**config.mk**
```make
export PLATFORM = sky130hd
export DESIGN_NAME = mem_bus_arbiter_flat
export DESIGN_NICKNAME = d
export VERILOG_FILES = /design/src/rtl/mem_bus_arbiter_if.sv /design/src/rtl/mem_bus_arbiter.sv /design/src/flat_wrapper.sv
export SDC_FILE = /design/constraint.sdc
export NUM_CORES = 1
export LEC_CHECK = 0
export CORE_AREA = 3 3 130 132
export CTS_BUF_LIST = sky130_fd_sc_hd__clkbuf_8
export DETAILED_ROUTE_END_ITERATION = 12
export DIE_AREA = 0 0 133 135
export PLACE_DENSITY = 0.76
export SLEW_MARGIN = 25
export SYNTH_ARGS = -nofsm -noshare
export SYNTH_HDL_FRONTEND = slang
export SYNTH_SLANG_ARGS = --single-unit
```
**constraint.sdc**
```tcl
create_clock -name clk -period 1.4 [get_ports clk]
set_input_delay 0.21 -clock clk [delete_from_list [all_inputs] [get_ports clk]]
set_output_delay 0.21 -clock clk [all_outputs]
set_load 0.02 [all_outputs]
```
**src/rtl/mem_bus_arbiter_if.sv**
```systemverilog
// Signal bundle between the fetch/data requesters, the shared memory bus and
// the arbiter. The arbiter uses the master view; the environment uses the slave view.
interface mem_bus_arbiter_if #(
    parameter int ADDR_W = 32,
    parameter int DATA_W = 32
);
    logic                  if_req_i;
    logic [ADDR_W-1:0]     if_addr_i;
    logic                  if_ack_o;
    logic [DATA_W-1:0]     if_data_o;

    logic                  d_req_i;
    logic                  d_we_i;
    logic [DATA_W/8-1:0]   d_sel_i;
    logic [ADDR_W-1:0]     d_addr_i;
    logic [DATA_W-1:0]     d_data_i;
    logic                  d_ack_o;
    logic [DATA_W-1:0]     d_data_o;

    logic                  bus_cyc_o;
    logic                  bus_we_o;
    logic [DATA_W/8-1:0]   bus_sel_o;
    logic [ADDR_W-1:0]     bus_addr_o;
    logic [DATA_W-1:0]     bus_data_o;
    logic [DATA_W-1:0]     bus_data_i;
    logic                  bus_ack_i;

    logic                  stall_req_o;
    logic                  err_o;

    modport master (
        input  if_req_i, if_addr_i,
        input  d_req_i, d_we_i, d_sel_i, d_addr_i, d_data_i,
        input  bus_data_i, bus_ack_i,
        output if_ack_o, if_data_o, d_ack_o, d_data_o,
        output bus_cyc_o, bus_we_o, bus_sel_o, bus_addr_o, bus_data_o,
        output stall_req_o, err_o
    );

    modport slave (
        output if_req_i, if_addr_i,
        output d_req_i, d_we_i, d_sel_i, d_addr_i, d_data_i,
        output bus_data_i, bus_ack_i,
        input  if_ack_o, if_data_o, d_ack_o, d_data_o,
        input  bus_cyc_o, bus_we_o, bus_sel_o, bus_addr_o, bus_data_o,
        input  stall_req_o, err_o
    );
endinterface

```
**src/rtl/mem_bus_arbiter.sv**
```systemverilog
// Arbitrates one single-port memory bus between instruction fetch and data
// access: one transaction at a time, data priority with a fetch starvation guard.
module mem_bus_arbiter #(
    parameter int ADDR_W       = 32,
    parameter int DATA_W       = 32,
    parameter int MAX_D_STREAK = 4,
    parameter int TIMEOUT      = 255
) (
    input  logic               clk,
    input  logic               rst,
    mem_bus_arbiter_if.master  bus
);
    localparam int SEL_W    = DATA_W / 8;
    localparam int STREAK_W = $clog2(MAX_D_STREAK + 1);
    localparam logic [STREAK_W-1:0] STREAK_MAX = STREAK_W'(MAX_D_STREAK);
    localparam logic [7:0]          TMO_LAST   = 8'(TIMEOUT - 1);

    typedef enum logic [1:0] {
        IDLE   = 2'd0,
        BUSY_I = 2'd1,
        BUSY_D = 2'd2
    } state_t;

    state_t               r_state, w_state_nx;
    logic                 r_cyc, w_cyc_nx;
    logic                 r_we, w_we_nx;
    logic [SEL_W-1:0]     r_sel, w_sel_nx;
    logic [ADDR_W-1:0]    r_addr, w_addr_nx;
    logic [DATA_W-1:0]    r_wdata, w_wdata_nx;
    logic                 r_if_ack, w_if_ack_nx;
    logic [DATA_W-1:0]    r_if_data, w_if_data_nx;
    logic                 r_d_ack, w_d_ack_nx;
    logic [DATA_W-1:0]    r_d_data, w_d_data_nx;
    logic                 r_err, w_err_nx;
    logic [STREAK_W-1:0]  r_streak, w_streak_nx;
    logic [7:0]           r_tmo, w_tmo_nx;

    logic                 w_if_elig;
    logic                 w_d_elig;
    logic                 w_pick_if;
    logic                 w_done;
    logic                 w_tmo_hit;

    // A requester acked this cycle is still holding req; masking it avoids a replay.
    assign w_if_elig = bus.if_req_i & ~r_if_ack;
    assign w_d_elig  = bus.d_req_i  & ~r_d_ack;
    assign w_pick_if = w_if_elig & (~w_d_elig | (r_streak == STREAK_MAX));
    assign w_done    = bus.bus_ack_i;
    assign w_tmo_hit = ~bus.bus_ack_i & (r_tmo == TMO_LAST);

    always_ff @(posedge clk or negedge rst) begin
        if (!rst) begin
            r_state   <= IDLE;
            r_cyc     <= 1'b0;
            r_we      <= 1'b0;
            r_sel     <= '0;
            r_addr    <= '0;
            r_wdata   <= '0;
            r_if_ack  <= 1'b0;
            r_if_data <= '0;
            r_d_ack   <= 1'b0;
            r_d_data  <= '0;
            r_err     <= 1'b0;
            r_streak  <= '0;
            r_tmo     <= '0;
        end else begin
            r_state   <= w_state_nx;
            r_cyc     <= w_cyc_nx;
            r_we      <= w_we_nx;
            r_sel     <= w_sel_nx;
            r_addr    <= w_addr_nx;
            r_wdata   <= w_wdata_nx;
            r_if_ack  <= w_if_ack_nx;
            r_if_data <= w_if_data_nx;
            r_d_ack   <= w_d_ack_nx;
            r_d_data  <= w_d_data_nx;
            r_err     <= w_err_nx;
            r_streak  <= w_streak_nx;
            r_tmo     <= w_tmo_nx;
        end
    end

    always_comb begin
        w_state_nx   = r_state;
        w_cyc_nx     = r_cyc;
        w_we_nx      = r_we;
        w_sel_nx     = r_sel;
        w_addr_nx    = r_addr;
        w_wdata_nx   = r_wdata;
        w_if_ack_nx  = 1'b0;
        w_if_data_nx = r_if_data;
        w_d_ack_nx   = 1'b0;
        w_d_data_nx  = r_d_data;
        w_err_nx     = 1'b0;
        w_streak_nx  = r_streak;
        w_tmo_nx     = r_tmo;

        unique case (r_state)
            IDLE: begin
                if (w_pick_if) begin
                    w_state_nx  = BUSY_I;
                    w_cyc_nx    = 1'b1;
                    w_we_nx     = 1'b0;
                    w_sel_nx    = '1;
                    w_addr_nx   = bus.if_addr_i;
                    w_wdata_nx  = '0;
                    w_streak_nx = '0;
                    w_tmo_nx    = '0;
                end else if (w_d_elig) begin
                    w_state_nx  = BUSY_D;
                    w_cyc_nx    = 1'b1;
                    w_we_nx     = bus.d_we_i;
                    w_sel_nx    = bus.d_sel_i;
                    w_addr_nx   = bus.d_addr_i;
                    w_wdata_nx  = bus.d_data_i;
                    w_tmo_nx    = '0;
                    // The streak only counts data wins that actually made fetch wait.
                    if (!w_if_elig)
                        w_streak_nx = '0;
                    else if (r_streak != STREAK_MAX)
                        w_streak_nx = r_streak + STREAK_W'(1);
                end
            end

            BUSY_I, BUSY_D: begin
                if (w_done || w_tmo_hit) begin
                    w_state_nx = IDLE;
                    w_cyc_nx   = 1'b0;
                    w_err_nx   = w_tmo_hit;
                    if (r_state == BUSY_I) begin
                        w_if_ack_nx  = 1'b1;
                        w_if_data_nx = w_done ? bus.bus_data_i : '0;
                    end else begin
                        w_d_ack_nx   = 1'b1;
                        w_d_data_nx  = w_done ? bus.bus_data_i : '0;
                    end
                end else begin
                    w_tmo_nx = r_tmo + 8'd1;
                end
            end

            default: begin
                w_state_nx = IDLE;
                w_cyc_nx   = 1'b0;
            end
        endcase
    end

    assign bus.bus_cyc_o  = r_cyc;
    assign bus.bus_we_o   = r_we;
    assign bus.bus_sel_o  = r_sel;
    assign bus.bus_addr_o = r_addr;
    assign bus.bus_data_o = r_wdata;
    assign bus.if_ack_o   = r_if_ack;
    assign bus.if_data_o  = r_if_data;
    assign bus.d_ack_o    = r_d_ack;
    assign bus.d_data_o   = r_d_data;
    assign bus.err_o      = r_err;

    // Gated by reset so the pipeline is released the moment reset asserts.
    assign bus.stall_req_o = rst & ((bus.if_req_i & ~r_if_ack) | (bus.d_req_i & ~r_d_ack));
endmodule

```
**src/flat_wrapper.sv**
```systemverilog
// flat-port wrapper written by rule: the top's interface ports become plain ports
module mem_bus_arbiter_flat 
#(
    parameter int ADDR_W       = 32,
    parameter int DATA_W       = 32,
    parameter int MAX_D_STREAK = 4,
    parameter int TIMEOUT      = 255
)
  (clk, rst, bus_if_req_i, bus_if_addr_i, bus_d_req_i, bus_d_we_i, bus_d_sel_i, bus_d_addr_i, bus_d_data_i, bus_bus_data_i, bus_bus_ack_i, bus_if_ack_o, bus_if_data_o, bus_d_ack_o, bus_d_data_o, bus_bus_cyc_o, bus_bus_we_o, bus_bus_sel_o, bus_bus_addr_o, bus_bus_data_o, bus_stall_req_o, bus_err_o);
  mem_bus_arbiter_if #(.ADDR_W(ADDR_W), .DATA_W(DATA_W)) bus_i ();
  input  logic clk;
  input  logic rst;
  input wire logic [$bits(bus_i.if_req_i)-1:0] bus_if_req_i;
  input wire logic [$bits(bus_i.if_addr_i)-1:0] bus_if_addr_i;
  input wire logic [$bits(bus_i.d_req_i)-1:0] bus_d_req_i;
  input wire logic [$bits(bus_i.d_we_i)-1:0] bus_d_we_i;
  input wire logic [$bits(bus_i.d_sel_i)-1:0] bus_d_sel_i;
  input wire logic [$bits(bus_i.d_addr_i)-1:0] bus_d_addr_i;
  input wire logic [$bits(bus_i.d_data_i)-1:0] bus_d_data_i;
  input wire logic [$bits(bus_i.bus_data_i)-1:0] bus_bus_data_i;
  input wire logic [$bits(bus_i.bus_ack_i)-1:0] bus_bus_ack_i;
  output wire logic [$bits(bus_i.if_ack_o)-1:0] bus_if_ack_o;
  output wire logic [$bits(bus_i.if_data_o)-1:0] bus_if_data_o;
  output wire logic [$bits(bus_i.d_ack_o)-1:0] bus_d_ack_o;
  output wire logic [$bits(bus_i.d_data_o)-1:0] bus_d_data_o;
  output wire logic [$bits(bus_i.bus_cyc_o)-1:0] bus_bus_cyc_o;
  output wire logic [$bits(bus_i.bus_we_o)-1:0] bus_bus_we_o;
  output wire logic [$bits(bus_i.bus_sel_o)-1:0] bus_bus_sel_o;
  output wire logic [$bits(bus_i.bus_addr_o)-1:0] bus_bus_addr_o;
  output wire logic [$bits(bus_i.bus_data_o)-1:0] bus_bus_data_o;
  output wire logic [$bits(bus_i.stall_req_o)-1:0] bus_stall_req_o;
  output wire logic [$bits(bus_i.err_o)-1:0] bus_err_o;
  assign bus_i.if_req_i = bus_if_req_i;
  assign bus_i.if_addr_i = bus_if_addr_i;
  assign bus_i.d_req_i = bus_d_req_i;
  assign bus_i.d_we_i = bus_d_we_i;
  assign bus_i.d_sel_i = bus_d_sel_i;
  assign bus_i.d_addr_i = bus_d_addr_i;
  assign bus_i.d_data_i = bus_d_data_i;
  assign bus_i.bus_data_i = bus_bus_data_i;
  assign bus_i.bus_ack_i = bus_bus_ack_i;
  assign bus_if_ack_o = bus_i.if_ack_o;
  assign bus_if_data_o = bus_i.if_data_o;
  assign bus_d_ack_o = bus_i.d_ack_o;
  assign bus_d_data_o = bus_i.d_data_o;
  assign bus_bus_cyc_o = bus_i.bus_cyc_o;
  assign bus_bus_we_o = bus_i.bus_we_o;
  assign bus_bus_sel_o = bus_i.bus_sel_o;
  assign bus_bus_addr_o = bus_i.bus_addr_o;
  assign bus_bus_data_o = bus_i.bus_data_o;
  assign bus_stall_req_o = bus_i.stall_req_o;
  assign bus_err_o = bus_i.err_o;
  mem_bus_arbiter #(.ADDR_W(ADDR_W), .DATA_W(DATA_W), .MAX_D_STREAK(MAX_D_STREAK), .TIMEOUT(TIMEOUT)) u_core (.clk(clk), .rst(rst), .bus(bus_i));
endmodule
```
==> flow_summary.yaml, run 1 <==
clock_tree:
  clock_latency_ns: 0.45
  root_buffer: "clkbuf_8"
  cts_made_buffers: 17
  max-clock-path-buffers: 2
  clock-sinks: 150
  tritoncts: "yes"
  cts.clk_slew.worst_paths_ns: 0.09
  cts_max_level: 4
route:
  first_iter_violations: 298
  via_per_inst: 5.19
  wirelength_um: 22100
  antenna_left: 0
  drc_errors: 0
  routedWlPerCell_um: 21.0
  num_vias: 5466
  first_pass_iters: 5
floorplan:
  num_rows: 46
  initial_core_util_pct: 38.7
  die_area_um2: 18000
  coreArea_um2: 15800
  pin_count: 276
  die_height_um: 135
  dieWidth_um: 133
sta:
  finalMaxSlewViolations: 0
  hold_viol_final: 0
  skew_ns: 0.0129
  timing.final.ws_setup_ns: -0.261
  fmax_mhz: 602
  max-slew-margin-rel_pct: 59.7
  timing.hold.ws_ns: 0.294
  worst_slew_pin_slew_ns: 0.604
  fin_tns_setup_ns: -22.99
  post-route-period-util_pct: 119
  rsz0062_at_grt: "yes"
  min_period_ns: 1.66
  setup_viol: 149
synthesis:
  netlist_top_cells_area: "dfrtp_1, a22o_1, mux2i_1"
  synth_enable_flop_cells: 0
  synth-simple-area-share_pct: 6.32
  synth.yosys.seq_area_share_pct: 61.3
  syn_inst: 465
  ys_async_sr_fraction_pct: 100
  synthMuxAreaShare_pct: 5.24
  synth_top_family_by_area: "compound AO/OA/AOI/OAI gates"
  synth-compound-area-share_pct: 21.2
  synth_warnings: 0
  syn_area_um2: 6120
  synth_xor_area_share_pct: 0.143
  synth_nets: 610
  synth_seq_cells: 150
  yosys.area.top_type_share_pct: 61.3
  ys_types: 41
  ys.flop_type: "dfrtp_1"
  synth.avg_cell_area_um2: 13.2
  synth_area_leader_cell: "dfrtp_1"
  yosys.area_share.adder_pct: 1.43
global_route:
  grt_first_pass_wirelength_um: 33200
  antenna_found_initial: 0
  first_global_vias: 5867
  grtUsageTotal_pct: 23.7
  grt_overflow: 0
  grt_start_max_net_pins: 82
setup_path:
  endpoint_kind: "flop"
  cp_max_fo: 6
  cp-start-kind: "flop"
  path_class: "reg -> reg"
  arrival_ns: 2.00
  cp.required_ns: 1.74
placed_design:
  gp_congestion: 0.832
  place_area_um2: 9480
  place_worst_setup_slack_ns: -0.677
  place_hpwl_um: 14300
  numPortBuffers: 275
worst_hold_path:
  worstHoldPathType: "in -> async"
cells_and_area:
  n_antenna_cell: 0
  final_nets: 970
  syn_to_final_growth_pct: 75.3
  stdcell_area_um2: 10700
  drive_gt1_share_pct: 33.2
power_and_ir_drop:
  power_leakage_nw: 4.96
  irDropWorstVdd_mv: 1.08
  p_per_area_nw_per_um2: 2300
run:
  maxCapViolations: 0
outcome:
  violations: "negative setup slack"
  status: "complete, but fails checks"
==> area by class of cell <==
cell class              instances  area (um2)
fillers                      1072        5100
repair buffers                373        3840
flip-flops and latches        150        3750
multi-input cells             275        2450
well taps                     216         270
clock buffers                  19         262
clock inverters                13         124
inverters                       8        30.0
==> report_power, final <==
part / internal [W] / switching, W
sequential: 0.00626 / 0.00119
combinational: 0.00691 / 0.00705
clock: 0.00152 / 0.00172
==> state kept, by name, indices dropped and copies added, names as in the netlist <==
register               flops
u_core.bus.bus_addr_o     32
u_core.bus.bus_cyc_o       1
u_core.bus.bus_data_o     32
u_core.bus.bus_sel_o       4
u_core.bus.bus_we_o        1
u_core.bus.d_ack_o         1
u_core.bus.d_data_o       32
u_core.bus.err_o           1
u_core.bus.if_ack_o        1
u_core.bus.if_data_o      32
u_core.r_state             2
u_core.r_streak            3
u_core.r_tmo               8
==> stage by stage <==
stage / utilization [%] / total power, W / cells
2_1_floorplan: - / 0.0138 / 465
3_3_place_gp: 59.9 / 0.0194 / 972
3_5_place_dp: 59.9 / 0.0198 / 972
4_1_cts: 68.4 / 0.0246 / 1050
5_1_grt: 67.8 / 0.0259 / 1054
6_report: 67.8 / 0.0246 / 1054
==> Yosys cell counts (all sizes together) (2+ instances only) <==
library cell and instances:
a21boi 3, a21oi 4, a22o 98, a31oi 9, a41oi 2, and2 2
and3 5, buf 28, clkbuf 5, dfrtp 150, ha 7, inv 8
mux2i 32, nand2 41, nand2b 8, nand3 6, nor2 2, nor2b 2
nor3 2, o21ai 37, o21bai 2, o22a 5, o22ai 2
==> timing repair <==
action | in CTS | in global routing
setup endpoints to repair | 282 | 233
hold buffers | 1 | 0
gates cloned | 17 | 3
resized for setup | 350 | 134
endpoints found under the hold margin | 20 | 0
buffers inserted | 31 | 10
pin swaps | 24 | 20
==> cells by family (layout without fill, tap and decap cells) <==
kind of cell	Yosys count	in the layout
adders and majority gates	7	7
muxes	32	32
DFF	150	150
and+or+nand+nor	70	71
AOI/OAI and AO/OA	164	164
buffers and inverters	41	413
xor gates and xnor gates	1	1
==> layer usage <==
metal  wire (um)  up-vias  global-route usage (%)
li1            -     2454                       -
met1        8330     2710                    27.6
met2       11700      265                    42.6
met3        1740       37                    7.45
met4         368        0                    6.00
met5           0        -                       0
==> final timing paths <==
kind	slack (ns)	startpoint	end	depth (start not counted)
setup / recovery	-0.26	u_core.r_tmo[0]$_DFFE_PN0P_	u_core.bus.if_data_o[24]$_DFFE_PN0P_	9
hold / removal	0.29	rst	u_core.bus.d_data_o[20]$_DFFE_PN0P_	3
setup reg to reg	-0.26	u_core.r_tmo[0]$_DFFE_PN0P_	u_core.bus.if_data_o[24]$_DFFE_PN0P_	9
hold reg to reg	0.49	u_core.bus.bus_addr_o[14]$_DFFE_PN0P_	u_core.bus.bus_addr_o[14]$_DFFE_PN0P_	2
max in group asynchronous	0.20	rst	u_core.r_tmo[1]$_DFFE_PN0P_	4
min in group clk	0.35	bus_d_data_i[31]	u_core.bus.bus_data_o[31]$_DFFE_PN0P_	2
==> cells in the final DEF (no fill, tap or decap), drive strengths merged, types with 3 or more instances in the layout <==
cell type,instances
clkdlybuf4s15,70
clkbuf,86
dfrtp,150
o22a,5
nand2,41
a21boi,3
mux2i,32
clkinv,6
clkdlybuf4s50,136
a31oi,9
and3,5
ha,7
clkinvlp,3
o21ai,37
nor2,3
nand2b,8
a22o,98
inv,11
nand3,6
a21oi,4
buf,98
==> worst max-delay path, stage by stage, from the launching register on <==
cell and delay [ns]:
dfrtp_1 0.40, inv_2 0.07, ha_4 0.14, nand3_4 0.07, o21bai_4 0.19, buf_6 0.14, nand2_8 0.10, buf_12 0.15
buf_16 0.12, a22o_1 0.18
No activity file was read; power rests on OpenSTA's default activity.
==> inputs of run 2 (changes only) <==
--- a/config.mk
+++ b/config.mk
@@ -5,11 +5,11 @@
 export SDC_FILE = /design/constraint.sdc
 export NUM_CORES = 1
 export LEC_CHECK = 0
-export CORE_AREA = 3 3 130 132
+export CORE_AREA = 3 3 124 126
 export CTS_BUF_LIST = sky130_fd_sc_hd__clkbuf_8
 export DETAILED_ROUTE_END_ITERATION = 12
-export DIE_AREA = 0 0 133 135
-export PLACE_DENSITY = 0.76
+export DIE_AREA = 0 0 127 129
+export PLACE_DENSITY = 0.79
 export SLEW_MARGIN = 25
 export SYNTH_ARGS = -nofsm -noshare
 export SYNTH_HDL_FRONTEND = slang
==> constraint.sdc (replaced) <==
create_clock -name clk -period 1.7 [get_ports clk]
set_input_delay 0.255 -clock clk [delete_from_list [all_inputs] [get_ports clk]]
set_output_delay 0.255 -clock clk [all_outputs]
set_load 0.02 [all_outputs]
==> flow_summary.yaml, run 2 (same netlist as run 1, synthesis figures left out) <==
setup_path:
  reg2reg_slack_ns: 0.05
  crit-reg2reg-launch: "u_core.r_tmo[0]$_DFFE_PN0P_"
  path_buf_inv: 1
  endpoint: "bus_bus_addr_o[30]"
  cp_max_fo: 2
  slowest_delay_ns: 0.63
  cp-startpoint: "u_core.bus.bus_addr_o[30]$_DFFE_PN0P_"
  critical_path.top_delay_family: "buffers and inverters"
  endpoint_kind: "primary output"
  path_cells: "clkdlybuf4s50_1"
  cp.required_ns: 1.44
  path_depth: 1
  r2r_cells: 7
  slowest_stage: "clkdlybuf4s50_1"
  path_class: "reg -> out"
  cp-start-kind: "flop"
  r2r_end: "u_core.bus.if_data_o[0]$_DFFE_PN0P_"
  arrival_ns: 1.42
power_and_ir_drop:
  p_sw_share_pct: 41.0
  p_comb_share_pct: 52.2
  p_per_area_nw_per_um2: 1860
  irDropWorstVdd_mv: 1.28
  power_leakage_nw: 5.02
  power.total_w: 0.0184
  internal_power_w: 0.0109
  switchingPower_w: 0.00754
  clkPwrFrac_pct: 14.7
  pwr-share-seq_pct: 33.1
clock_tree:
  cts_made_buffers: 17
  clock-sinks: 150
  clock_latency_ns: 0.45
  root_buffer: "clkbuf_8"
  cts.clk_slew.worst_paths_ns: 0.10
  cts_max_level: 4
  max-clock-path-buffers: 2
  tritoncts: "yes"
sta:
  min_period_ns: 1.68
  fmax_mhz: 597
  finalMaxSlewViolations: 0
  setup_viol: 0
  post-route-period-util_pct: 98.6
  max-slew-margin-rel_pct: 47.4
  hold_viol_final: 0
  skew_ns: 0.0185
  timing.final.ws_setup_ns: 0.0237
  worst_slew_pin_slew_ns: 0.790
  fin_tns_setup_ns: 0
placed_design:
  place_area_um2: 9200
  numPortBuffers: 275
  gp_congestion: 0.860
  place_worst_setup_slack_ns: -0.420
  place_hpwl_um: 13200
cells_and_area:
  final_nets: 914
  stdcell_area_um2: 9900
  fin_util_pct: 68.7
  drive_gt1_share_pct: 14.5
  mostFrequentLayoutCells: "dfrtp_1, clkdlybuf4s50_1, a22o_1, dlygate4sd2_1, nand2_1"
  final_common_cell: "dfrtp_1"
  syn_to_final_growth_pct: 61.9
floorplan:
  dieWidth_um: 127
  die_height_um: 129
  initial_core_util_pct: 42.4
  die_area_um2: 16400
  num_rows: 44
  pin_count: 276
  coreArea_um2: 14400
outcome:
  status: "finished, final reports clean"
global_route:
  antenna_found_initial: 1
  grtUsageTotal_pct: 22.5
  grt_overflow: 0
  grt_first_pass_wirelength_um: 28900
  grt_start_max_net_pins: 151
  first_global_vias: 5362
route:
  first_iter_violations: 357
  drc_errors: 0
  num_vias: 5191
  first_pass_iters: 4
  antenna_left: 0
  routedWlPerCell_um: 20.4
  wirelength_um: 19700
  via_per_inst: 5.37
worst_hold_path:
  worstHoldPathType: "in -> reg"
run:
  maxCapViolations: 0
run 2: repair_timing:
item                                   4_1_cts  5_1_grt
gates resized for setup                    106       69
pin swaps                                    2        9
endpoints found under the hold margin      130        0
cloned                                       2        3
setup endpoints to repair                  139      144
buffers inserted                             0        6
hold buffers                                 1        0
run 2: worst min path at each step:
stage | start | endpoint | slack [ns] | cells after the start
global route | bus_d_sel_i[1] | u_core.bus.bus_sel_o[1]$_DFFE_PN0P_ | 0.38 | 2
global placement | rst | u_core.bus.d_data_o[6]$_DFFE_PN0P_ | 0.45 | 2
CTS | bus_d_sel_i[1] | u_core.bus.bus_sel_o[1]$_DFFE_PN0P_ | 0.36 | 2
floorplan | rst | u_core.bus.bus_addr_o[0]$_DFFE_PN0P_ | -0.04 | 0
finish | bus_d_sel_i[1] | u_core.bus.bus_sel_o[1]$_DFFE_PN0P_ | 0.39 | 2
detailed placement | rst | u_core.bus.d_data_o[4]$_DFFE_PN0P_ | 0.46 | 2
run 2: stage by stage:
stage,hold WS [ns],instances
6_report,0.388,967
5_1_grt,0.383,967
4_1_cts,0.363,957
3_5_place_dp,0.461,922
3_3_place_gp,0.446,922
2_1_floorplan,-0.0406,465
run 2: power by group through the flow:
| stage | clock, W | combinational (W) | sequential, W |
|---|---|---|---|
| 2_1_floorplan | 0 | 0.00329 | 0.00785 |
| 3_3_place_gp | 0 | 0.00939 | 0.00607 |
| 3_5_place_dp | 0 | 0.00966 | 0.00612 |
| 4_1_cts | 0.00277 | 0.00914 | 0.00607 |
| 5_1_grt | 0.00291 | 0.0102 | 0.00623 |
| 6_report | 0.00271 | 0.00960 | 0.00608 |
run 2: cell type report:
class | count | area [um2]
clock buffer | 20 | 275
antenna | 1 | 2.50
fill | 1034 | 4520
multi-input combinational | 277 | 2300
sequential | 150 | 3750
inverter | 8 | 30.0
clock inverter | 12 | 120
tap | 184 | 230
timing repair buffer | 315 | 3190
run 2: per-layer routing:
metal | wire (um) | share of wire (%) | track usage [%] | vias up
li1 | - | - | - | 2341
met4 | 342 | 1.7 | 7.13 | 0
met2 | 9920 | 50 | 37.6 | 258
met5 | 0 | 0 | 0 | -
met1 | 7670 | 39 | 27.5 | 2564
met3 | 1780 | 9.0 | 8.09 | 28
